## config.mk

```make
export PLATFORM = sky130hd
export DESIGN_NAME = main_control_fsm
export DESIGN_NICKNAME = d
export VERILOG_FILES = /design/src/rtl/main_control_fsm.sv
export SDC_FILE = /design/constraint.sdc
export NUM_CORES = 1
export LEC_CHECK = 0
export ABC_AREA = 1
export CAP_MARGIN = 20
export CORE_UTILIZATION = 44
export DETAILED_ROUTE_END_ITERATION = 6
export GPL_ROUTABILITY_DRIVEN = 1
export HOLD_SLACK_MARGIN = 0.02
export PLACE_DENSITY = 0.75
export SLEW_MARGIN = 25
export SYNTH_ARGS = -nofsm -noshare
export SYNTH_HDL_FRONTEND = slang
export SYNTH_SLANG_ARGS = --single-unit
```

## constraint.sdc

```tcl
create_clock -name clk -period 1.8 [get_ports clk]
set_clock_uncertainty 0.2 [all_clocks]
set_input_delay 0.45 -clock clk [delete_from_list [all_inputs] [get_ports clk]]
set_output_delay 0.45 -clock clk [all_outputs]
set_load 0.1 [all_outputs]
```

## src/rtl/main_control_fsm.sv

```systemverilog
// Multi-cycle RV32I main controller. It sequences FETCH/DECODE/EXEC/MEM/WB over a shared datapath.
// It traps on illegal opcodes and on memory waits that exceed the timeout.
module main_control_fsm #(
  parameter int MEM_TIMEOUT = 16,
  parameter bit TRAP_EN     = 1'b1
) (
  input  logic       clk,
  input  logic       reset,
  input  logic [6:0] opcode,
  input  logic       imem_ack,
  input  logic       dmem_ack,
  input  logic       branch_taken,
  output logic       imem_req,
  output logic       ir_write,
  output logic       pc_write,
  output logic       alu_src_1,
  output logic       alu_src_2,
  output logic [1:0] alu_op,
  output logic [1:0] mem_to_reg,
  output logic [1:0] next_pc_sel,
  output logic       mem_read,
  output logic       mem_write,
  output logic       reg_write,
  output logic       illegal_instr,
  output logic [2:0] state
);

  typedef enum logic [2:0] {
    S_FETCH  = 3'd0,
    S_DECODE = 3'd1,
    S_EXEC   = 3'd2,
    S_MEM    = 3'd3,
    S_WB     = 3'd4,
    S_TRAP   = 3'd5
  } state_t;

  typedef enum logic [1:0] {K_ALU, K_LOAD, K_STORE, K_BRANCH} kind_t;

  localparam int CW = (MEM_TIMEOUT > 0) ? $clog2(MEM_TIMEOUT + 1) : 1;
  localparam logic [CW-1:0] LIMIT = CW'(MEM_TIMEOUT);
  localparam bit TIMEOUT_EN = TRAP_EN && (MEM_TIMEOUT > 0);

  state_t        state_q, state_d;
  kind_t         kind_q, dec_kind;
  logic [CW-1:0] wait_cnt;
  logic [7:0]    bundle_q, dec_bundle;
  logic          dec_legal, wait_ack, expire;

  // Bundle layout: {alu_src_1, alu_src_2, mem_to_reg[1:0], alu_op[1:0], next_pc_sel[1:0]}
  always_comb begin
    dec_bundle = 8'b0;
    dec_kind   = K_ALU;
    dec_legal  = 1'b1;
    case (opcode)
      7'b0110011: dec_bundle = 8'b0_0_00_10_00;
      7'b0010011: dec_bundle = 8'b0_1_00_10_00;
      7'b0000011: begin dec_bundle = 8'b0_1_01_00_00; dec_kind = K_LOAD;   end
      7'b0100011: begin dec_bundle = 8'b0_1_00_00_00; dec_kind = K_STORE;  end
      7'b1100011: begin dec_bundle = 8'b0_0_00_01_00; dec_kind = K_BRANCH; end
      7'b1101111: dec_bundle = 8'b0_0_11_11_01;
      7'b1100111: dec_bundle = 8'b0_1_11_11_10;
      7'b0110111: dec_bundle = 8'b0_1_00_11_00;
      7'b0010111: dec_bundle = 8'b1_1_00_11_00;
      default:    dec_legal  = 1'b0;
    endcase
  end

  assign wait_ack = (state_q == S_FETCH) ? imem_ack : dmem_ack;
  // An ack in the expiry cycle takes priority over the timeout.
  assign expire   = TIMEOUT_EN && (wait_cnt == LIMIT - CW'(1));

  always_comb begin
    state_d = state_q;
    case (state_q)
      S_FETCH:  if (imem_ack) state_d = S_DECODE;
                else if (expire) state_d = S_TRAP;
      S_DECODE: if (dec_legal) state_d = S_EXEC;
                else if (TRAP_EN) state_d = S_TRAP;
                else state_d = S_FETCH;
      S_EXEC:   case (kind_q)
                  K_LOAD, K_STORE: state_d = S_MEM;
                  K_BRANCH:        state_d = S_FETCH;
                  default:         state_d = S_WB;
                endcase
      S_MEM:    if (dmem_ack) state_d = (kind_q == K_LOAD) ? S_WB : S_FETCH;
                else if (expire) state_d = S_TRAP;
      S_WB:     state_d = S_FETCH;
      S_TRAP:   state_d = S_TRAP;
      default:  state_d = S_FETCH;
    endcase
  end

  always_ff @(posedge clk or posedge reset) begin
    if (reset) begin
      state_q  <= S_FETCH;
      kind_q   <= K_ALU;
      wait_cnt <= '0;
      bundle_q <= 8'b0;
    end else begin
      state_q <= state_d;
      if (state_d != state_q)
        wait_cnt <= '0;
      else if ((state_q == S_FETCH || state_q == S_MEM) && !wait_ack && wait_cnt != LIMIT)
        wait_cnt <= wait_cnt + CW'(1);
      if (state_q == S_DECODE) begin
        bundle_q <= dec_bundle;
        kind_q   <= dec_kind;
      end
    end
  end

  // Strobes are decoded from the state and the bundle; reset forces them all low.
  always_comb begin
    imem_req      = 1'b0;
    ir_write      = 1'b0;
    pc_write      = 1'b0;
    mem_read      = 1'b0;
    mem_write     = 1'b0;
    reg_write     = 1'b0;
    illegal_instr = 1'b0;
    alu_src_1     = bundle_q[7];
    alu_src_2     = bundle_q[6];
    mem_to_reg    = bundle_q[5:4];
    alu_op        = bundle_q[3:2];
    next_pc_sel   = bundle_q[1:0];
    state         = state_q;
    if (!reset) begin
      case (state_q)
        S_FETCH: begin
          imem_req = 1'b1;
          ir_write = imem_ack;
        end
        S_DECODE: if (!dec_legal && !TRAP_EN) begin
          pc_write    = 1'b1;
          next_pc_sel = 2'b00;
        end
        S_EXEC: if (kind_q == K_BRANCH) begin
          pc_write    = 1'b1;
          next_pc_sel = {1'b0, branch_taken};
        end
        S_MEM: begin
          mem_read  = (kind_q == K_LOAD);
          mem_write = (kind_q == K_STORE);
          pc_write  = (kind_q == K_STORE) && dmem_ack;
        end
        S_WB: begin
          reg_write = 1'b1;
          pc_write  = 1'b1;
        end
        S_TRAP:  illegal_instr = 1'b1;
        default: ;
      endcase
    end
  end

endmodule
```

==> results.toml <==
[run_status]
status = "complete, but fails checks"
violations = "negative setup slack"

[synthesis]
synth.most_common_cell = "nand2_1"
ys_types = 29
syn-cell-area_um2 = 1270
synth-edff-count = 0
netlist_instances = 176
synth-async-reset-ratio_pct = 100
yosysWarnings = 0
ys_top_cells_by_count = "36 x nand2_1, 29 x inv_1, 19 x nor2_1"
yosysTopAreaCell = "dfrtp_1"
ys_seq_area_share_pct = 35.4
synth_seq_cells = 18
synthTopCellsByArea = "dfrtp_1 35%, nand2_1 11%, inv_1 8.5%, ha_1 6.9%, nor2_1 5.6%"
synth_top_area_share_pct = 35.4
postSynthAreaPerCell_um2 = 7.24
ys.flop_type = "dfrtp_1"
synth_nets = 195

[place]
gp_congestion = 0.871
portBuffers = 29
placed_area_um2 = 2130
dp.final_hpwl_um = 2720

[power_and_ir_drop]
p_clk_share_pct = 33.4
switching_share_pct = 27.9
power_frac_seq_pct = 50.5
power_density_nw_per_um2 = 318
combPwrFrac_pct = 16.1
p_leak_uw = 0.00124
power.switching_uw = 225
vdd_drop_max_mv = 0.493
internal_power_uw = 582

[clock_network]
clockBufferDepth = 2
clk_latency_ns = 0.31
clock-sinks = 18
clk_pin_slew_ns = 0.12
holdBufCountCts = 0
cts-buffers-inserted = 3
htreeDepth = 1
root_buffer = "clkbuf_4"
cts_tree = "done"

[die]
die_w_um = 55.8
start_util_pct = 46.2
ios = 30
std_cell_rows = 19
die_height_um = 55.8
core_area_um2 = 2760
die_area_um2 = 3110

[final_layout]
nets = 273
stdcell_area_um2 = 2540
multi_input_area_um2 = 972
final-seq-area_um2 = 462
fillers = 94
utilization_pct = 92.0
layout-drive-gt1-share_pct = 56.9
num_antenna_cells = 0
syn_to_final_growth_pct = 99.1

[worst_setup_path]
cp_slowest_stage_delay_ns = 0.52
worstPathRequired_ns = 1.15
cp-start-kind = "flop"
crit_slowest_cell = "dfrtp_4"
crit_path_end_kind = "output port"
worstPathCellList = "buf_6 -> nor2_1 -> nand2_1 -> o31ai_2 -> o21ai_1 -> bufinv_8 -> buf_12"
worstPathMaxFanout = 3
crit_type = "reg -> out"
cp.arrival_ns = 1.77
reg2reg_depth = 15

[routing]
wirelength_um = 5440
drt-vias-per-instance = 5.69
detail_route.wl_per_cell_um = 19.1
vias = 1615
antenna_left = 0
drtIter0Drc = 70
route.detailed.drc = 0
firstDrtPassIters = 4

[timing]
setup_viol = 28
timing.final.crit_share_pct = 134
rsz0062_at_grt = "yes"
layout_min_cycle_time_ns = 2.42
clock.fmax_mhz = 414
max_slew.worst_pin.slew_ns = 0.354
relSlewSlack_pct = 76.2
final.setup.worst_slack_ns = -0.618
hold_violations = 0
slew_viol_final = 0

[global_route]
grt_max_degree = 19
grt-ovfl-total = 0
antenna_found_initial = 0
grt_usage_pct = 27.6
grt_pass1_vias = 1583
grt_pass1_wl_um = 6810

[min_path]
hp-class = "reg -> reg"
whs_path_depth = 2

[run]
cap_viol_max_count = 0
timing repair:
| item | CTS | global route |
|---|---|---|
| gates cloned | 0 | 0 |
| pin swaps | 6 | 18 |
| buffers inserted | 3 | 12 |
| gates resized for setup | 28 | 52 |
| endpoints found under the setup margin | 16 | 28 |
state kept, by name, summed over array words and instances (netlist names):
signal and count:
wait_cnt 5, state 3, kind_q 2, bundle_q 8
cell usage in the layout, fill, tap and decap left out, types with 3 or more instances in the layout:
| cell | n |
|---|---|
| buf_12 | 18 |
| buf_4 | 39 |
| buf_6 | 10 |
| clkbuf_4 | 3 |
| clkdlybuf4s50_1 | 7 |
| dfrtp_1 | 15 |
| dfrtp_4 | 3 |
| dlymetal6s2s_1 | 4 |
| ha_1 | 5 |
| inv_1 | 20 |
| inv_2 | 7 |
| nand2_1 | 22 |
| nand2_2 | 14 |
| nand2_4 | 6 |
| nand3_1 | 8 |
| nand3_4 | 4 |
| nor2_1 | 9 |
| nor2_2 | 3 |
| nor2_4 | 12 |
| nor3_2 | 4 |
| o21ai_0 | 3 |
| o21ai_1 | 6 |
cells by family after synthesis:
kind of cell             Yosys count  synth area share, %
buffers and inverters             36                 11.8
XOR/XNOR                           2                 1.38
multiplexers                       1                0.884
AO/OA/AOI/OAI                     22                 10.6
adder cells (fa/ha/maj)            7                 6.88
AND/OR/NAND/NOR                   90                 33.1
flip-flops                        18                 35.4
power groups by stage:
stage | sequential [µW] | combinational (µW) | clock (µW)
6_report | 407 | 130 | 270
2_1_floorplan | 419 | 38.1 | 0
3_3_place_gp | 415 | 106 | 0
5_1_grt | 408 | 135 | 296
4_1_cts | 407 | 112 | 263
3_5_place_dp | 415 | 109 | 0
per-layer routing:
layer	up-vias	share of wire (%)	global-route usage, %
met5	-	0	0
met4	0	5.0	12.9
met3	31	5.6	2.79
met2	94	51	50.8
met1	779	38	31.8
li1	711	-	-
worst max-delay path, delay by kind of cell (launching register included):
kind                   cells  cell delay (ns)
AO/OA/AOI/OAI              2             0.18
buffers and inverters      3             0.48
AND/OR/NAND/NOR            2             0.29
flip-flops                 1             0.52
layout make-up:
| type | instances | share of cell area, % |
|---|---|---|
| multi-input cells | 122 | 38.3 |
| repair buffers | 78 | 34.9 |
| flip-flops and latches | 18 | 18.2 |
| inverters | 31 | 5.57 |
| well taps | 31 | 1.53 |
| clock buffers | 4 | 1.43 |
metrics by stage:
| stage | setup WS [ns] | power, µW | hold slack (ns) | std cells | setup TNS, ns |
|---|---|---|---|---|---|
| final | -0.618 | 807 | 0.362 | 284 | -7.93 |
| after CTS | -0.519 | 783 | 0.309 | 276 | -5.39 |
| after floorplan | -0.571 | 457 | 0.204 | 176 | -4.00 |
| after global placement | -0.485 | 521 | 0.267 | 269 | -5.93 |
| after detailed placement | -0.532 | 525 | 0.275 | 269 | -6.87 |
| after global routing | -0.722 | 839 | 0.388 | 284 | -9.37 |
path summary, 6_finish.rpt:
check | startpoint | endpoint | slack (ns)
min reg2reg | bundle_q[1] | bundle_q[1] | 0.36
max in group asynchronous | reset | state[0] | 0.72
max | state[0] | pc_write | -0.62
min in group asynchronous | reset | bundle_q[0] | 0.45
min | bundle_q[1] | bundle_q[1] | 0.36
max reg2reg | state[0] | wait_cnt[2] | -0.47
Power figures use the tool's default switching activity.
